`src/rtl/pio_in_capture.sv`:
```
// pio_in_capture: synchronised, debounced, edge-capturing Avalon-MM input PIO with maskable irq
module pio_in_capture #(
  parameter int WIDTH           = 18,
  parameter int SYNC_STAGES     = 2,
  parameter int DEBOUNCE_CYCLES = 50000,
  parameter int EDGE_TYPE       = 0
) (
  input  logic             clk,
  input  logic             reset_n,
  input  logic [1:0]       address,
  input  logic             chipselect,
  input  logic             write_n,
  input  logic [WIDTH-1:0] writedata,
  output logic [WIDTH-1:0] readdata,
  input  logic [WIDTH-1:0] in_port,
  output logic             irq
);
  localparam int CW = $clog2(DEBOUNCE_CYCLES + 1);
  localparam logic [CW-1:0] LAST = CW'(DEBOUNCE_CYCLES - 1);
  localparam logic CAP_RISE = EDGE_TYPE != 1;
  localparam logic CAP_FALL = EDGE_TYPE != 0;
  logic [WIDTH-1:0] sync_q [SYNC_STAGES];
  logic [CW-1:0] cnt [WIDTH];
  logic [WIDTH-1:0] sync, deb, upd, ev, irq_mask, edge_cap, clr;
  logic wr;
  assign sync = sync_q[SYNC_STAGES-1];
  assign wr = chipselect & ~write_n;
  assign clr = (wr && address == 2'd3) ? writedata : '0;
  assign irq = |(edge_cap & irq_mask);
  // bits whose debounced level flips on this edge, and which flips count as captured edges
  always_comb begin
    upd = '0;
    ev = '0;
    for (int i = 0; i < WIDTH; i++) begin
      upd[i] = sync[i] != deb[i] && cnt[i] == LAST;
      ev[i] = upd[i] && (sync[i] ? CAP_RISE : CAP_FALL);
    end
  end
  // per-bit synchroniser chains
  always_ff @(posedge clk or negedge reset_n)
    if (!reset_n) begin
      for (int k = 0; k < SYNC_STAGES; k++) sync_q[k] <= '0;
    end else begin
      sync_q[0] <= in_port;
      for (int k = 1; k < SYNC_STAGES; k++) sync_q[k] <= sync_q[k-1];
    end
  // per-bit persistence counters; a level is accepted once it has held for the full window
  always_ff @(posedge clk or negedge reset_n)
    if (!reset_n) begin
      deb <= '0;
      for (int i = 0; i < WIDTH; i++) cnt[i] <= '0;
    end else begin
      deb <= deb ^ upd;
      for (int i = 0; i < WIDTH; i++) cnt[i] <= (sync[i] == deb[i] || upd[i]) ? '0 : cnt[i] + CW'(1);
    end
  // mask register and sticky edge capture; a new event beats a same-cycle clear
  always_ff @(posedge clk or negedge reset_n)
    if (!reset_n) begin
      irq_mask <= '0;
      edge_cap <= '0;
    end else begin
      if (wr && address == 2'd1) irq_mask <= writedata;
      edge_cap <= (edge_cap & ~clr) | ev;
    end
  // registered read mux, not qualified by chipselect
  always_ff @(posedge clk or negedge reset_n)
    if (!reset_n) readdata <= '0;
    else readdata <= address == 2'd0 ? deb : address == 2'd1 ? irq_mask : address == 2'd3 ? edge_cap : '0;
endmodule

```
`config.mk`:
```
export PLATFORM = sky130hd
export DESIGN_NAME = pio_in_capture
export DESIGN_NICKNAME = d
export VERILOG_FILES = /design/src/rtl/pio_in_capture.sv
export SDC_FILE = /design/constraint.sdc
export NUM_CORES = 1
export LEC_CHECK = 0
export BUFFER_PORTS_ARGS = -buffer_cell sky130_fd_sc_hd__buf_2
export CAP_MARGIN = 20
export CORE_MARGIN = 1.5
export CORE_UTILIZATION = 28
export CTS_BUF_LIST = sky130_fd_sc_hd__clkbuf_4
export CTS_CLUSTER_SIZE = 25
export DETAILED_ROUTE_END_ITERATION = 10
export SYNTH_ARGS = -nofsm -noshare
export SYNTH_HDL_FRONTEND = slang
export SYNTH_SLANG_ARGS = --single-unit
export TNS_END_PERCENT = 50
```
`constraint.sdc`:
```
create_clock -name clk -period 2.2 [get_ports clk]
set_input_delay 0.22 -clock clk [delete_from_list [all_inputs] [get_ports clk]]
set_output_delay 0.22 -clock clk [all_outputs]
set_load 0.02 [all_outputs]
```
==> flow_metrics.env, run 1 <==
export IMPL_dieArea_um2=66300
export IMPL_cp_required_ns=1.98
export IMPL_synth_cells=1732
export IMPL_num_io_pins=61
export IMPL_p_per_area_nw_per_um2=708
export IMPL_core_um2=64200
export IMPL_synth_avg_cell_area_um2=10.5
export IMPL_tritoncts="built"
export IMPL_fin_ws_ns=-0.355
export IMPL_clk_latency_ns=0.83
export IMPL_drv_cap=0
export IMPL_numPortBuffers=60
export IMPL_synth_nets=1792
export IMPL_fp_dieW_um=258
export IMPL_clockBufferDepth=3
export IMPL_ys_types=46
export IMPL_cp_cell_sequence="a22o_4 > a221oi_4 > and3_4 > nand4_1 > buf_6"
export IMPL_grt_pass1_vias=13500
export IMPL_track_usage=0.121
export IMPL_synth_edf_count=0
export IMPL_placed_area_um2=19600
export IMPL_skew_ns=0.0519
export IMPL_grt_pass1_wl_um=66700
export IMPL_fin_nets=2010
export IMPL_tightest_slew_ns=0.565
export IMPL_timing_fmax_ghz=0.391
export IMPL_critical_path_class="reg -> out"
export IMPL_rows=93
export IMPL_maxSlewViolCount=0
export IMPL_cpMaxStageDelayCell="dfrtp_1"
export IMPL_cts_clk_slew_worst_paths_ns=0.07
export IMPL_path_max_fanout=2
export IMPL_critPathBufInv=1
export IMPL_clock_sinks=396
export IMPL_period_share=1.16
export IMPL_yosys_area_top_type_share=0.546
export IMPL_fin_tns_setup_ns=-0.355
export IMPL_relSlewSlack=0.619
export IMPL_synthesis_area_um2=18100
export IMPL_yosys_area_top_type="dfrtp_1"
export IMPL_synth_seq_cells=396
export IMPL_drive_gt1_frac=0.148
export IMPL_dp_slack_ns=0.0860
export IMPL_initial_core_util=0.282
export IMPL_rsz0062_at_grt="true"
export IMPL_htree_levels=3
export IMPL_root_buffer="clkbuf_4"
export IMPL_worstSetupStartpointType="register"
export IMPL_cts_made_buffers=103
export IMPL_ys_warn_count=0
export IMPL_synthTopCellsByArea="dfrtp_1 (55%), xnor2_1 (10%), nor2_1 (6.6%)"
export IMPL_cp_arrival_ns=2.33
export IMPL_vias=13300
export IMPL_overflow=0
export IMPL_status="finished, violations left"
export IMPL_area_growth_pct=19.0
export IMPL_yosysSeqAreaShare=0.546
export IMPL_leakage_nw=8.80
export IMPL_slowest_delay_ns=0.40
export IMPL_ir_worst_vdd_mv=0.337
export IMPL_hold_path_class="in -> reg"
export IMPL_first_pass_iters=6
export IMPL_synthArstFlopShare=1.00
export IMPL_hold_viol_final=0
export IMPL_routed_wl_um=39200
export IMPL_setup_viol=1
export IMPL_drt_iter0_drc=782
export IMPL_cp_end_kind="output port"
export IMPL_wl_per_cell_um=13.6
export IMPL_drc_errors=0
export IMPL_violations="setup timing"
export IMPL_synth_ff_type="dfrtp_1"
export IMPL_final_cell_area_um2=21600
export IMPL_dp_hpwl_um=26200
export IMPL_viasPerCell=4.61
export IMPL_cp_top_family="compound AO/OA/AOI/OAI gates"
export IMPL_die_y_um=258
export IMPL_grt_max_degree=79
export IMPL_final_antenna_net_count=0
export IMPL_routabilityCongestion=0.835
export IMPL_layout_min_cycle_time_ns=2.55
export IMPL_antenna_found_initial=3
-- synthesized netlist by cell type, types with 17 or more instances --
master	instances
nor3_1	64
nand2b_1	17
mux2i_1	18
nor4_1	66
nand2_1	117
ha_1	18
o21ai_0	38
mux2_2	30
nor2_1	317
inv_1	50
dfrtp_1	396
xnor2_1	210
nand4_1	80
nand3_1	93
xor2_1	54
-- cell type report --
class / instances / area, um2
Fill cell: 6553 / 42600
Sequential cell: 396 / 9910
Multi-Input combinational cell: 1256 / 7950
Timing Repair Buffer: 143 / 1180
Tap cell: 855 / 1070
Clock buffer: 142 / 1070
Clock inverter: 34 / 224
Inverter: 50 / 188
Antenna cell: 2 / 5.00
-- cells by family after synthesis --
kind of cell    synth area share
simple gates               0.241
flops                      0.546
xor+xnor                   0.127
buf+inv                   0.0196
compound gates            0.0202
mux                       0.0335
fa+ha+maj                 0.0124
-- power breakdown --
part / switching, mW / leakage [nW] / total, mW / internal (mW)
Sequential: 0.276 / 5.34 / 7.84 / 7.56
Combinational: 0.621 / 2.71 / 1.11 / 0.492
Clock: 3.01 / 0.756 / 6.33 / 3.32
Total: 3.91 / 8.80 / 15.3 / 11.4
-- per-layer routing --
metal  vias to the layer above  wire length [um]  track usage
met4                         2               723       0.0396
met3                        67              2210       0.0346
met1                      6417             18500        0.164
li1                       6480                 -            -
met2                       292             17700        0.185
met5                         -                10            0
-- flip-flops by register name, indices dropped and copies added, names as in the netlist, named ones only --
| register | count |
|---|---|
| sync | 18 |
| sync_q | 18 |
| irq_mask | 18 |
| cnt | 288 |
| readdata | 18 |
| edge_cap | 18 |
-- layout by cell type (no fill, tap or decap), drive strengths merged, types with 22 or more instances in the layout --
cell         netlist  final
xnor2            210    210
o21ai             38     38
inv               50     52
mux2              36     36
and3              22     22
nand2            124    124
clkinv             0     28
buf               14     82
xor2              54     54
dlygate4sd3        0     61
clkbuf            16    142
nor4              66     66
nand4             80     80
dfrtp            396    396
nand3             93     93
nor3              64     64
nor2             317    317
-- final timing paths --
kind                         startpoint    endpoint  slack, ns  cells past startpoint
max                        irq_mask[15]         irq      -0.35                      5
min                          in_port[7]  sync_q[25]       0.09                      2
max reg2reg                     cnt[64]     cnt[72]       0.23                      5
min reg2reg                  sync_q[35]    sync[17]       0.35                      0
max in group asynchronous       reset_n      cnt[8]       1.18                      4
min in group asynchronous       reset_n     cnt[82]       0.60                      4
-- timing repair --
item                                    in CTS  in global routing
hold buffers                                62                  0
endpoints found under the hold margin      459                  0
gates resized for setup                     10                  0
endpoints found under the setup margin       1                  1
setup buffers                                3                  1
pin swaps                                    1                  0
cloned                                       0                  0
-- metrics by stage --
stage	hold WS [ns]	instances	util	total power [mW]
after floorplan	-0.0756	1732	-	8.35
after global placement	0.180	2634	0.305	8.86
after detailed placement	0.186	2634	0.305	8.89
after CTS	0.00235	2875	0.336	15.6
after global routing	-0.000224	2878	0.336	16.2
final	0.0929	2878	0.336	15.3
Note: power is estimated with default switching activity, not from simulation.
==> inputs of run 2 (changes only) <==
--- a/config.mk
+++ b/config.mk
@@ -14,2 +14,3 @@
 export DETAILED_ROUTE_END_ITERATION = 10
+export GPL_TIMING_DRIVEN = 0
 export SYNTH_ARGS = -nofsm -noshare
--- a/constraint.sdc
+++ b/constraint.sdc
@@ -3,2 +3,2 @@
 set_output_delay 0.22 -clock clk [all_outputs]
-set_load 0.02 [all_outputs]
+set_load 0.05 [all_outputs]
==> run 2 against run 1 <==
  * The flow still finishes with violations (setup timing)
  * Critical endpoint unchanged
  * Sequential power about the same
  * Final area about the same
  * Largest cell class unchanged
  * Sequential share of layout area about the same
  * Clock skew up 0.029 ns
  * Utilization about the same
  * Via count up 0.32%
  * Largest power group unchanged
  * Register-to-register slack worse by 0.09 ns
  * Critical path depth unchanged
  * Power down 0.56%
  * Combinational power up 9%
==> flow_metrics.env, run 2 (same netlist as run 1, synthesis figures left out) <==
export IMPL_period_share=1.20
export IMPL_p_sw_frac=0.268
export IMPL_p_int_mw=11.1
export IMPL_dp_hpwl_um=26500
export IMPL_htree_levels=3
export IMPL_p_per_area_nw_per_um2=704
export IMPL_power_switching_mw=4.07
export IMPL_routed_wl_um=39200
export IMPL_timing_fmax_ghz=0.379
export IMPL_drive_gt1_frac=0.150
export IMPL_hold_depth=2
export IMPL_r2r_cells=6
export IMPL_mostFrequentLayoutCells="dfrtp_1 (393), nor2_1 (317), xnor2_1 (210)"
export IMPL_leakage_nw=8.79
export IMPL_worstSetupStartpointType="register"
export IMPL_final_common_cell="dfrtp_1"
export IMPL_cts_made_buffers=101
export IMPL_clk_latency_ns=0.86
export IMPL_comb_power_share=0.080
export IMPL_drv_cap=0
export IMPL_fin_tns_setup_ns=-0.435
export IMPL_setup_viol=1
export IMPL_grt_max_degree=97
export IMPL_power_frac_seq=0.515
export IMPL_hold_viol_final=0
export IMPL_drc_errors=0
export IMPL_routabilityCongestion=0.815
export IMPL_grt_pass1_wl_um=66800
export IMPL_dr_wl_met3_um=2080
export IMPL_track_usage=0.121
export IMPL_pwr_share_clk=0.405
export IMPL_whs_ns=0.101
export IMPL_first_pass_iters=5
export IMPL_final_antenna_net_count=0
export IMPL_area_growth_pct=19.0
export IMPL_ir_worst_vdd_mv=0.433
export IMPL_cp_end_kind="output port"
export IMPL_crit_start="irq_mask[6]"
export IMPL_die_y_um=258
export IMPL_relSlewSlack=0.256
export IMPL_viasPerCell=4.59
export IMPL_cp_arrival_ns=2.42
export IMPL_clockBufferDepth=3
export IMPL_root_buffer="clkbuf_4"
export IMPL_hp_start="in_port[5]"
export IMPL_overflow=0
export IMPL_n_fill_cell=6580
export IMPL_wl_met1_um=19100
export IMPL_hold_end="sync_q[23]"
export IMPL_wl_per_cell_um=13.5
export IMPL_violations="setup timing"
export IMPL_r2r_start="cnt[48]"
export IMPL_status="finished, violations left"
export IMPL_dieArea_um2=66300
export IMPL_fp_dieW_um=258
export IMPL_critical_path_class="reg -> out"
export IMPL_cts_clk_slew_worst_paths_ns=0.07
export IMPL_skew_ns=0.0806
export IMPL_path_max_fanout=2
export IMPL_drt_iter0_drc=873
export IMPL_maxSlewViolCount=0
export IMPL_largest_reg_flops=288
export IMPL_rows=93
export IMPL_clock_sinks=396
export IMPL_numPortBuffers=60
export IMPL_top_layer_used="met5"
export IMPL_antenna_found_initial=5
export IMPL_cp_required_ns=1.98
export IMPL_r2r_end="cnt[58]"
export IMPL_tightest_slew_ns=1.12
export IMPL_layout_min_cycle_time_ns=2.64
export IMPL_hold_path_class="in -> reg"
export IMPL_largest_register="cnt"
export IMPL_rsz0062_at_grt="true"
export IMPL_initial_core_util=0.282
export IMPL_tritoncts="built"
export IMPL_vias=13300
export IMPL_fin_nets=2021
export IMPL_num_io_pins=61
export IMPL_fin_ws_ns=-0.435
export IMPL_wl_met2_um=17200
export IMPL_reg2reg_slack_ns=0.14
export IMPL_core_um2=64200
export IMPL_grt_pass1_vias=13400
-- run 2: changes by cell type in the layout (fill, tap and decap cells not counted), sizes merged --
cell,change
bufinv,-2
clkinvlp,+2
clkbuf,+12
clkinv,+6
dlygate4sd3,-1
diode,+2
-- run 2: what timing repair did --
| action | 4_1_cts | 5_1_grt |
|---|---|---|
| setup buffers | 3 | 0 |
| hold buffers | 60 | 1 |
| cloned | 0 | 0 |
| gates resized for setup | 10 | 4 |
| endpoints found under the setup margin | 1 | 41 |
| hold endpoints to repair | 267 | 1 |
| pin swaps | 1 | 1 |
-- run 2: metrics by stage --
| step | utilization | setup WS (ns) | power, mW | instance area, um2 | cells |
|---|---|---|---|---|---|
| finish | 0.336 | -0.435 | 15.2 | 21600 | 2897 |
| global route | 0.336 | -0.602 | 16.1 | 21600 | 2897 |
| CTS | 0.336 | -0.517 | 15.5 | 21600 | 2894 |
| detailed placement | 0.306 | -0.721 | 9.00 | 19600 | 2651 |
| global placement | 0.304 | -6.88 | 8.94 | 19500 | 2647 |
| floorplan | - | 0.310 | 8.46 | 18100 | 1732 |
-- run 2: worst max-delay path by stage --
stage | end | slack, ns | depth (start not counted)
final | irq | -0.44 | 5
after global routing | irq | -0.60 | 5
after CTS | irq | -0.52 | 5
after detailed placement | readdata[13] | -0.72 | 7
after global placement | cnt[263] | -6.88 | 1
after floorplan | register | 0.31 | 3
-- run 2: layout make-up --
cell class                      instances  area, um2  area share
Clock inverter                         40        208     0.00962
Buffer                                 28        161     0.00747
Inverter                               50        188     0.00869
Tap cell                              855       1070      0.0495
Clock buffer                          140       1050      0.0487
Timing Repair Buffer                  128       1080      0.0499
Multi-Input combinational cell       1256       7920       0.367
Sequential cell                       396       9910       0.459
Antenna cell                            4       10.0    0.000463
-- run 2: worst max-delay path: stages (launching register included) --
cell and delay [ns]:
dfrtp_2 0.45, a22o_4 0.26, a221oi_4 0.23, and3_4 0.29, nand4_1 0.12, buf_6 0.22
-- run 2: power by group through the flow --
stage                     registers, mW  logic (mW)  clock network, mW
after floorplan                    8.01       0.454                  0
after global placement             7.94        1.00                  0
after detailed placement           7.95        1.05                  0
after CTS                          7.82        1.23               6.48
after global routing               7.86        1.34               6.88
final                              7.83        1.21               6.16
-- run 2: routing by layer --
metal  vias up  GRT usage
met3        74     0.0332
met5         -          0
li1       6513          -
met4         4     0.0430
met1      6448      0.169
met2       261      0.180
==> inputs of run 3 (changes only) <==
- CORE_ASPECT_RATIO: default -> 1.25
==> run 3 against run 2 <==
  * The run still ends with setup timing left
  * Global-route usage rose by 0.20 points
  * Final area rose by 0.21%
  * Clock skew fell by 0.029 ns
  * First-iteration DRC count fell by 30%
  * Critical path type unchanged
  * Critical endpoint unchanged
  * Largest power group unchanged
==> flow_metrics.env, run 3 (same netlist as run 1, synthesis figures left out) <==
export IMPL_grt_max_degree=123
export IMPL_root_buffer="clkbuf_4"
export IMPL_routabilityCongestion=0.797
export IMPL_die_y_um=288
export IMPL_mostFrequentLayoutCells="dfrtp_1 (396), nor2_1 (317), xnor2_1 (210)"
export IMPL_tritoncts="built"
export IMPL_cts_made_buffers=107
export IMPL_fin_nets=2031
export IMPL_wl_per_cell_um=13.7
export IMPL_ir_worst_vdd_mv=0.377
export IMPL_final_cell_area_um2=21600
export IMPL_worstSetupStartpointType="register"
export IMPL_leakage_nw=8.86
export IMPL_cp_end_kind="output port"
export IMPL_hold_path_class="in -> async"
export IMPL_path_max_fanout=2
export IMPL_relSlewSlack=0.393
export IMPL_vias=13400
export IMPL_period_share=1.15
export IMPL_largest_register="cnt"
export IMPL_area_growth_pct=19.3
export IMPL_drv_cap=0
export IMPL_placed_area_um2=19600
export IMPL_htree_levels=3
export IMPL_drt_iter0_drc=611
export IMPL_routed_wl_um=39700
export IMPL_fin_util=0.337
export IMPL_num_io_pins=61
export IMPL_clock_sinks=396
export IMPL_grt_pass1_wl_um=67000
export IMPL_first_pass_iters=5
export IMPL_maxSlewViolCount=0
export IMPL_timing_fmax_ghz=0.397
export IMPL_viasPerCell=4.64
export IMPL_core_um2=64300
export IMPL_tightest_slew_ns=0.911
export IMPL_dp_hpwl_um=26500
export IMPL_dieArea_um2=66300
export IMPL_rows=104
export IMPL_layout_min_cycle_time_ns=2.52
export IMPL_reg2reg_slack_ns=0.16
export IMPL_whs_ns=0.00992
export IMPL_cts_clk_slew_worst_paths_ns=0.06
export IMPL_clockBufferDepth=3
export IMPL_hold_viol_final=0
export IMPL_r2r_cells=5
export IMPL_track_usage=0.123
export IMPL_numPortBuffers=60
export IMPL_violations="setup timing"
export IMPL_overflow=0
export IMPL_initial_core_util=0.282
export IMPL_clk_latency_ns=0.85
export IMPL_critical_path_class="reg -> out"
export IMPL_largest_reg_flops=288
export IMPL_cp_required_ns=1.98
export IMPL_drc_errors=0
export IMPL_final_antenna_net_count=0
export IMPL_cp_arrival_ns=2.30
export IMPL_drive_gt1_frac=0.151
export IMPL_setup_viol=1
export IMPL_skew_ns=0.0520
export IMPL_finalPower_mw=15.5
export IMPL_final_common_cell="dfrtp_1"
export IMPL_grt_pass1_vias=13800
export IMPL_fin_ws_ns=-0.321
export IMPL_rsz0062_at_grt="true"
export IMPL_n_fill_cell=6592
export IMPL_status="finished, violations left"
export IMPL_p_per_area_nw_per_um2=715
export IMPL_fp_dieW_um=231
export IMPL_antenna_found_initial=4
-- run 3: cell types whose count changed in the layout (fill, tap and decap cells not counted), sizes merged --
cell,previous run,this run
buf,82,85
clkbuf,154,165
clkinv,34,27
clkinvlp,3,0
diode,4,1
dlygate4sd3,60,65
inv,52,54
-- run 3: area by class of cell --
cell class                 instances  area, um2  share of cell area
antenna                            1       2.50            0.000116
buffer                            28        160             0.00740
clock buffer                     155       1160              0.0538
clock inverter                    32        165             0.00763
inverter                          50        188             0.00867
multi-input combinational       1256       7890               0.365
sequential                       396       9910               0.458
tap                              848       1060              0.0490
timing repair buffer             132       1100              0.0508
-- run 3: per-stage QoR --
step / TNS (ns) / cells / setup slack (ns)
floorplan: 0 / 1732 / 0.310
global placement: -2706.62 / 2640 / -6.87
detailed placement: -2.79 / 2643 / -0.433
CTS: -0.400 / 2897 / -0.400
global route: -0.446 / 2898 / -0.446
finish: -0.321 / 2898 / -0.321
-- run 3: metal layers --
layer	track usage	vias up	share of wire
li1	-	6528	-
met1	0.157	6551	0.46
met2	0.197	276	0.46
met3	0.0298	87	0.051
met4	0.0569	6	0.029
met5	0	-	0.00091
-- run 3: final timing paths --
| check | startpoint | to |
|---|---|---|
| worst max-delay path | edge_cap[15] | irq |
| worst min-delay path | reset_n | cnt[103] |
| worst max register to register | cnt[68] | cnt[72] |
| worst min register to register | sync_q[35] | sync[17] |
| max in group asynchronous | reset_n | cnt[1] |
| min in group clk | writedata[14] | irq_mask[14] |
-- run 3: worst max-delay path, stage by stage (launching register included) --
cell and delay [ns]:
dfrtp_1 0.40, a22o_1 0.28, a221oi_2 0.27, and3_1 0.21
nand4_1 0.10, buf_6 0.19
-- run 3: what timing repair did --
| item | in CTS | in global routing |
|---|---|---|
| gates resized for setup | 4 | 5 |
| buffers inserted | 2 | 1 |
| setup endpoints to repair | 1 | 34 |
| hold buffers | 65 | 0 |
| endpoints found under the hold margin | 220 | 0 |
| pin swaps | 2 | 2 |
-- run 3: power by group --
group,switching (mW),internal (mW),total [mW],leakage (nW)
Combinational,0.703,0.469,1.17,2.71
Sequential,0.261,7.57,7.83,5.34
Clock,3.13,3.34,6.47,0.804
